## src/rtl/ysyx_22041207_me_access.sv

```systemverilog
// Memory-access stage: each load/store becomes one single-beat AXI4-Lite transaction on a 64-bit bus.
// Define ME_ACCESS_FAULT_EN to add the memFault output and return zero data on faulting loads.
module ysyx_22041207_me_access #(
    parameter int ADDR_W = 64,
    parameter int DATA_W = 64
) (
    input  logic                clk,
    input  logic                rst,
    input  logic [63:0]         aluRes,
    input  logic                memoryReadWen,
    input  logic [3:0]          readNum,
    input  logic                sext,
    input  logic [63:0]         rs2,
    input  logic [7:0]          memoryWriteMask,
    output logic                me_wait_for_axi,
    output logic [DATA_W-1:0]   memRdata,
    output logic                memDone,
`ifdef ME_ACCESS_FAULT_EN
    output logic                memFault,
`endif
    output logic                arvalid,
    input  logic                arready,
    output logic [ADDR_W-1:0]   araddr,
    input  logic                rvalid,
    output logic                rready,
    input  logic [DATA_W-1:0]   rdata,
    input  logic [1:0]          rresp,
    output logic                awvalid,
    input  logic                awready,
    output logic [ADDR_W-1:0]   awaddr,
    output logic                wvalid,
    input  logic                wready,
    output logic [DATA_W-1:0]   wdata,
    output logic [DATA_W/8-1:0] wstrb,
    input  logic                bvalid,
    output logic                bready,
    input  logic [1:0]          bresp
);

    typedef enum logic [2:0] {
        S_IDLE,
        S_AR,
        S_R,
        S_AW_W,
        S_B,
        S_DONE
    } state_t;

    state_t              state_q, state_d;
    logic [ADDR_W-1:0]   addr_q, addr_d;
    logic [3:0]          readNum_q, readNum_d;
    logic                sext_q, sext_d;
    logic [2:0]          off_q, off_d;
    logic [DATA_W-1:0]   wdata_q, wdata_d;
    logic [DATA_W/8-1:0] wstrb_q, wstrb_d;
    logic                awDone_q, awDone_d;
    logic                wDone_q, wDone_d;
    logic [DATA_W-1:0]   memRdata_q, memRdata_d;
`ifdef ME_ACCESS_FAULT_EN
    logic                fault_q, fault_d;
`else
    logic                unusedResp;
    assign unusedResp = ^{rresp, bresp};
`endif

    logic                reqRd, reqWr;
    logic                awHs, wHs;
    logic [DATA_W-1:0]   shifted, loadVal;

    // A load wins over a store when both are requested in the same instruction.
    assign reqRd = memoryReadWen;
    assign reqWr = (|memoryWriteMask) & ~memoryReadWen;

    assign arvalid = (state_q == S_AR);
    assign rready  = (state_q == S_R);
    assign awvalid = (state_q == S_AW_W) & ~awDone_q;
    assign wvalid  = (state_q == S_AW_W) & ~wDone_q;
    assign bready  = (state_q == S_B);
    assign araddr  = addr_q;
    assign awaddr  = addr_q;
    assign wdata   = wdata_q;
    assign wstrb   = wstrb_q;
    assign awHs    = awvalid & awready;
    assign wHs     = wvalid & wready;

    assign memDone  = (state_q == S_DONE);
    assign memRdata = memRdata_q;
`ifdef ME_ACCESS_FAULT_EN
    assign memFault = (state_q == S_DONE) & fault_q;
`endif

    // The stall drops in DONE so EX/ME can present the next instruction while we finish.
    assign me_wait_for_axi = ((state_q == S_IDLE) & (reqRd | reqWr)) |
                             (state_q == S_AR) | (state_q == S_R) |
                             (state_q == S_AW_W) | (state_q == S_B);

    always_comb begin
        shifted = rdata >> {off_q, 3'b000};
        loadVal = shifted;
        case (readNum_q)
            4'd1:    loadVal = {{56{sext_q & shifted[7]}},  shifted[7:0]};
            4'd2:    loadVal = {{48{sext_q & shifted[15]}}, shifted[15:0]};
            4'd4:    loadVal = {{32{sext_q & shifted[31]}}, shifted[31:0]};
            default: loadVal = shifted;
        endcase
    end

    always_comb begin
        state_d    = state_q;
        addr_d     = addr_q;
        readNum_d  = readNum_q;
        sext_d     = sext_q;
        off_d      = off_q;
        wdata_d    = wdata_q;
        wstrb_d    = wstrb_q;
        awDone_d   = awDone_q;
        wDone_d    = wDone_q;
        memRdata_d = memRdata_q;
`ifdef ME_ACCESS_FAULT_EN
        fault_d    = fault_q;
`endif
        case (state_q)
            S_IDLE: begin
                if (reqRd) begin
                    state_d   = S_AR;
                    addr_d    = {aluRes[ADDR_W-1:3], 3'b000};
                    readNum_d = readNum;
                    sext_d    = sext;
                    off_d     = aluRes[2:0];
                end else if (reqWr) begin
                    state_d  = S_AW_W;
                    addr_d   = {aluRes[ADDR_W-1:3], 3'b000};
                    off_d    = aluRes[2:0];
                    wdata_d  = rs2 << {aluRes[2:0], 3'b000};
                    wstrb_d  = memoryWriteMask << aluRes[2:0];
                    awDone_d = 1'b0;
                    wDone_d  = 1'b0;
                end
            end
            S_AR: begin
                if (arready) begin
                    state_d = S_R;
                end
            end
            S_R: begin
                if (rvalid) begin
                    state_d    = S_DONE;
                    memRdata_d = loadVal;
`ifdef ME_ACCESS_FAULT_EN
                    fault_d    = (rresp != 2'b00);
                    if (rresp != 2'b00) begin
                        memRdata_d = '0;
                    end
`endif
                end
            end
            S_AW_W: begin
                // Address and data channels complete independently, in either order.
                awDone_d = awDone_q | awHs;
                wDone_d  = wDone_q | wHs;
                if ((awDone_q | awHs) & (wDone_q | wHs)) begin
                    state_d = S_B;
                end
            end
            S_B: begin
                if (bvalid) begin
                    state_d = S_DONE;
`ifdef ME_ACCESS_FAULT_EN
                    fault_d = (bresp != 2'b00);
`endif
                end
            end
            S_DONE: begin
                state_d = S_IDLE;
            end
            default: begin
                state_d = S_IDLE;
            end
        endcase
    end

    always_ff @(posedge clk) begin
        if (rst) begin
            state_q    <= S_IDLE;
            addr_q     <= '0;
            readNum_q  <= '0;
            sext_q     <= 1'b0;
            off_q      <= '0;
            wdata_q    <= '0;
            wstrb_q    <= '0;
            awDone_q   <= 1'b0;
            wDone_q    <= 1'b0;
            memRdata_q <= '0;
`ifdef ME_ACCESS_FAULT_EN
            fault_q    <= 1'b0;
`endif
        end else begin
            state_q    <= state_d;
            addr_q     <= addr_d;
            readNum_q  <= readNum_d;
            sext_q     <= sext_d;
            off_q      <= off_d;
            wdata_q    <= wdata_d;
            wstrb_q    <= wstrb_d;
            awDone_q   <= awDone_d;
            wDone_q    <= wDone_d;
            memRdata_q <= memRdata_d;
`ifdef ME_ACCESS_FAULT_EN
            fault_q    <= fault_d;
`endif
        end
    end

endmodule

```

## config.mk

```make
export PLATFORM = sky130hd
export DESIGN_NAME = ysyx_22041207_me_access
export DESIGN_NICKNAME = d
export VERILOG_FILES = /design/src/rtl/ysyx_22041207_me_access.sv
export SDC_FILE = /design/constraint.sdc
export NUM_CORES = 1
export LEC_CHECK = 0
export ABC_AREA = 1
export BUFFER_PORTS_ARGS = -buffer_cell sky130_fd_sc_hd__buf_4
export CORE_AREA = 2 2 188 190
export CTS_CLUSTER_SIZE = 28
export DETAILED_ROUTE_END_ITERATION = 10
export DIE_AREA = 0 0 190 192
export PLACE_DENSITY = 0.6
export SLEW_MARGIN = 15
export SYNTH_ARGS = -nofsm -noshare
export SYNTH_HDL_FRONTEND = slang
export SYNTH_SLANG_ARGS = --single-unit
```

## constraint.sdc

```tcl
create_clock -name clk -period 4.61 [get_ports clk]
set_input_delay 0.461 -clock clk [delete_from_list [all_inputs] [get_ports clk]]
set_output_delay 0.461 -clock clk [all_outputs]
set_load 0.02 [all_outputs]
```

==> tab_implementation.tex <==
\begin{tabular}{lr}
\hline
Metric & Value \\
\hline
\multicolumn{2}{l}{\textbf{Floorplanning}} \\
Effective utilization at floorplan & 0.348 \\
Number of cell rows & 68 \\
Area enclosed by the die boundary & 36,500 sq um \\
Die width & 190 um \\
Boundary pin count & 488 \\
Core area & 34,300 sq um \\
Die outline height & 192 um \\
\multicolumn{2}{l}{\textbf{Critical path}} \\
Largest delay contributor family on the critical path & simple AND/OR/NAND/NOR gates \\
Worst setup path class & reg2reg \\
Library cell appearing most often on the critical path & nand2\_1 \\
Startpoint type of the worst setup path & register \\
Worst reg2reg setup slack & 2.00 ns \\
Endpoint of the most critical register-to-register path & memRdata[32] \\
Crit path arrival time & 3.07 ns \\
CP bufs+invs & 1 \\
Delay of the slowest critical-path stage & 0.61 ns \\
Worst-path maximum fanout & 71 \\
Cell type of the slowest stage on the worst timing path & nand3\_2 \\
Origin of the critical flop-to-flop path & off\_q[0] \\
Worst path required time & 5.07 ns \\
Critical Path, Cell by Cell & buf\_4 -> nand2\_1 -> nand2\_1 -> nand2\_1 -> nand3\_1 -> nand3\_2 -> nand2\_1 -> nor2\_1 -> nor2\_1 \\
Type of destination of the critical path & register \\
Worst Reg2Reg Path Length in Cells & 9 \\
\multicolumn{2}{l}{\textbf{CTS}} \\
H-tree Lvls & 1 \\
Clock Root Buffer & clkbuf\_16 \\
Clk buf depth & 3 \\
Clock latency reported for the late side of the worst-skew pair & 0.53 ns \\
Hold buffer count at cts & 0 \\
Number of gates resized after CTS & 0 \\
Register clock-pin slew on the reported worst setup and hold paths & 0.06 ns \\
Number of buffers created by CTS & 25 \\
Sink Count & 210 \\
Number of setup buffers added after CTS & 0 \\
TritonCTS clock tree & done \\
\multicolumn{2}{l}{\textbf{Timing}} \\
Achievable frequency & 383 MHz \\
Setup clock skew after layout & 0.0146 ns \\
Unrepaired setup endpoints after global routing & false \\
Fin Setup TNS & 0 ns \\
Period utilisation layout & 0.566 \\
Worst slew margin relative to its limit & 0.225 \\
Total count of max-transition violations in the final report & 0 \\
Hold violation total from the final report & 0 \\
Final min period & 2.61 ns \\
Number of setup violations in the final report & 0 \\
Actual transition at the worst max-transition pin & 1.16 ns \\
\multicolumn{2}{l}{\textbf{Power}} \\
Overall power consumption & 9980 uW \\
Total power divided by cell area & 629 nW/um\^{}2 \\
Worst supply voltage drop on vdd & 0.404 mV \\
Combinational fraction of design power & 0.526 \\
Switching power summed over all nets & 4610 uW \\
LEAKAGE & 0.00796 uW \\
Sw Ratio & 0.462 \\
Clock network fraction of total power & 0.204 \\
Fraction of power consumed by sequential logic & 0.270 \\
Int Power & 5370 uW \\
\multicolumn{2}{l}{\textbf{GRT}} \\
Pin count of the biggest net entering global routing & 116 \\
Grt total ovfl & 0 \\
Met2 layer usage reported by global route & 0.423 \\
Most heavily used metal layer in global routing & met2 \\
Routing usage on met1 & 0.301 \\
Total routing usage reported by global routing & 0.250 \\
Number of global-route vias before repair & 12,600 \\
Number of antenna violations at the first check in global routing & 2 \\
GR Util met3 & 0.0735 \\
First-pass GRT wire length & 71,700 um \\
\multicolumn{2}{l}{\textbf{Layout}} \\
Synth-to-Final Area Change & 32.9\% \\
Fraction of layout cells with a size suffix above 1 & 0.268 \\
Final non-filler cell total & 2,693 \\
Final Cell Area & 15,900 sq um \\
Final design utilization & 0.463 \\
Number of filler instances in the final layout & 3,697 \\
Antenna cells & 0 \\
Net count reported at finish & 2,440 \\
\multicolumn{2}{l}{\textbf{Detailed routing}} \\
First-iteration detailed-routing DRC count & 964 \\
Via-per-instance ratio & 5.00 \\
Detailed-router iteration count before antenna repair & 5 \\
Number of design rule violations left after detail routing & 0 \\
Overall routed net length & 47,900 um \\
Wire per inst & 17.8 um \\
Via count & 13,500 \\
Number of nets with antenna violations after routing & 0 \\
\multicolumn{2}{l}{\textbf{Synthesis}} \\
Synth warn & 0 \\
Per-instance average area after synthesis & 6.26 sq um \\
Total standard cell area after synthesis & 11,900 sq um \\
Synth cell types & 33 \\
Cell count after synthesis & 1,906 \\
Seq/Total Area, Yosys & 0.352 \\
Count of state elements after synthesis & 210 \\
\multicolumn{2}{l}{\textbf{Placed design}} \\
DP Cell Count & 2,651 \\
Input/output buffers & 477 \\
HPWL Detailed & 34,700 um \\
GPL Wtd Cong & 0.883 \\
Cell Area, Placed & 15,000 sq um \\
\multicolumn{2}{l}{\textbf{Min path}} \\
Hold depth & 3 \\
Worst Hold Path EP & araddr[36] \\
Class of the tightest hold or removal check & in2reg \\
Min-delay src & aluRes[36] \\
\multicolumn{2}{l}{\textbf{Outcome}} \\
Status & finished, final reports clean \\
\multicolumn{2}{l}{\textbf{Run}} \\
Number of max-cap violations & 0 \\
\hline
\end{tabular}
cells in the mapped netlist:
cell        n  area share
a211oi_1    8      0.0050
a21oi_1   102       0.043
a22oi_1     1     0.00063
a31oi_1     2      0.0010
buf_1       6      0.0019
buf_2      58       0.024
buf_4      75       0.047
buf_6       8      0.0075
clkbuf_1   58       0.018
clkbuf_2    1     0.00042
clkinv_1    1     0.00031
conb_1      1     0.00031
dfxtp_1   210        0.35
inv_1      69       0.022
inv_2       8      0.0025
inv_4       1     0.00052
nand2_1   541        0.17
nand2_2     6      0.0031
nand2_4     2      0.0019
nand3_1   147       0.062
nand3_2     6      0.0050
nand3_4     1      0.0015
nand4_1     4      0.0021
nor2_1    289       0.091
nor2_2     11      0.0058
nor2_4      1     0.00094
nor2_8      1      0.0017
nor3_1      5      0.0021
o211ai_1   23       0.014
o21ai_0   220       0.092
o21ai_1    10      0.0042
o21bai_1    1     0.00063
or2_2      29       0.015
metrics by stage:
stage | worst slack, ns | hold slack [ns]
6_report | 2.00 | 0.153
5_1_grt | 1.75 | 0.140
4_1_cts | 1.98 | 0.128
3_5_place_dp | 1.76 | 0.458
3_3_place_gp | 1.79 | 0.454
2_1_floorplan | 3.04 | 0.444
worst max path at each step:
stage / startpoint / end / slack, ns / cells after the start
final: off_q[0] / memRdata[32] / 2.00 / 9
after global routing: state_q[0] / wdata[47] / 1.75 / 9
after CTS: state_q[0] / wdata[54] / 1.98 / 9
after detailed placement: memoryWriteMask[3] / wdata[41] / 1.76 / 7
after global placement: memoryWriteMask[7] / wdata[54] / 1.79 / 7
after floorplan: aluRes[0] / wdata[63] / 3.04 / 9
flip-flops by register name (all words and copies together) (netlist names):
register / flops
memRdata: 64
wDone_q: 1
readNum_q: 4
araddr: 61
awDone_q: 1
wdata: 64
wstrb: 8
off_q: 3
state_q: 3
sext_q: 1
layout make-up:
type | instances | area [sq um] | share of cell area
clock buffer | 33 | 706 | 0.0445
clock inverter | 9 | 126 | 0.00796
tap | 455 | 569 | 0.0359
sequential | 210 | 4210 | 0.265
timing repair buffer | 491 | 3690 | 0.232
multi-input combinational | 1416 | 6270 | 0.395
inverter | 79 | 302 | 0.0190
cells by family after synthesis:
family / synth area share
other: 0.000314
and+or+nand+nor: 0.362
buffers and inverters: 0.125
DFF: 0.352
AOI/OAI and AO/OA: 0.161
power groups by stage:
stage	clock, uW	combinational [uW]	sequential (uW)
finish	2030	5250	2700
global route	2150	5770	2750
CTS	2090	5270	2690
detailed placement	0	5250	2720
global placement	0	5210	2720
floorplan	0	3130	3160
cell usage in the layout (no fill, tap or decap), types with 25 or more instances in the layout:
cell type	Yosys	final
a21oi_1	102	102
buf_4	75	491
clkbuf_16	0	25
dfxtp_1	210	208
inv_1	69	68
nand2_1	541	541
nand3_1	147	147
nor2_1	289	288
o21ai_0	220	220
or2_2	29	29
metal layers:
metal	up-vias	part of all wire
met1	6177	0.39
met2	506	0.48
met4	4	0.036
met5	-	0.00046
met3	89	0.093
li1	6680	-
tightest hold or removal path: stages:
cell and delay (ns):
buf_4 0.08, nor2_1 0.03, nor2_1 0.08
(Power assumes the default switching activity.)
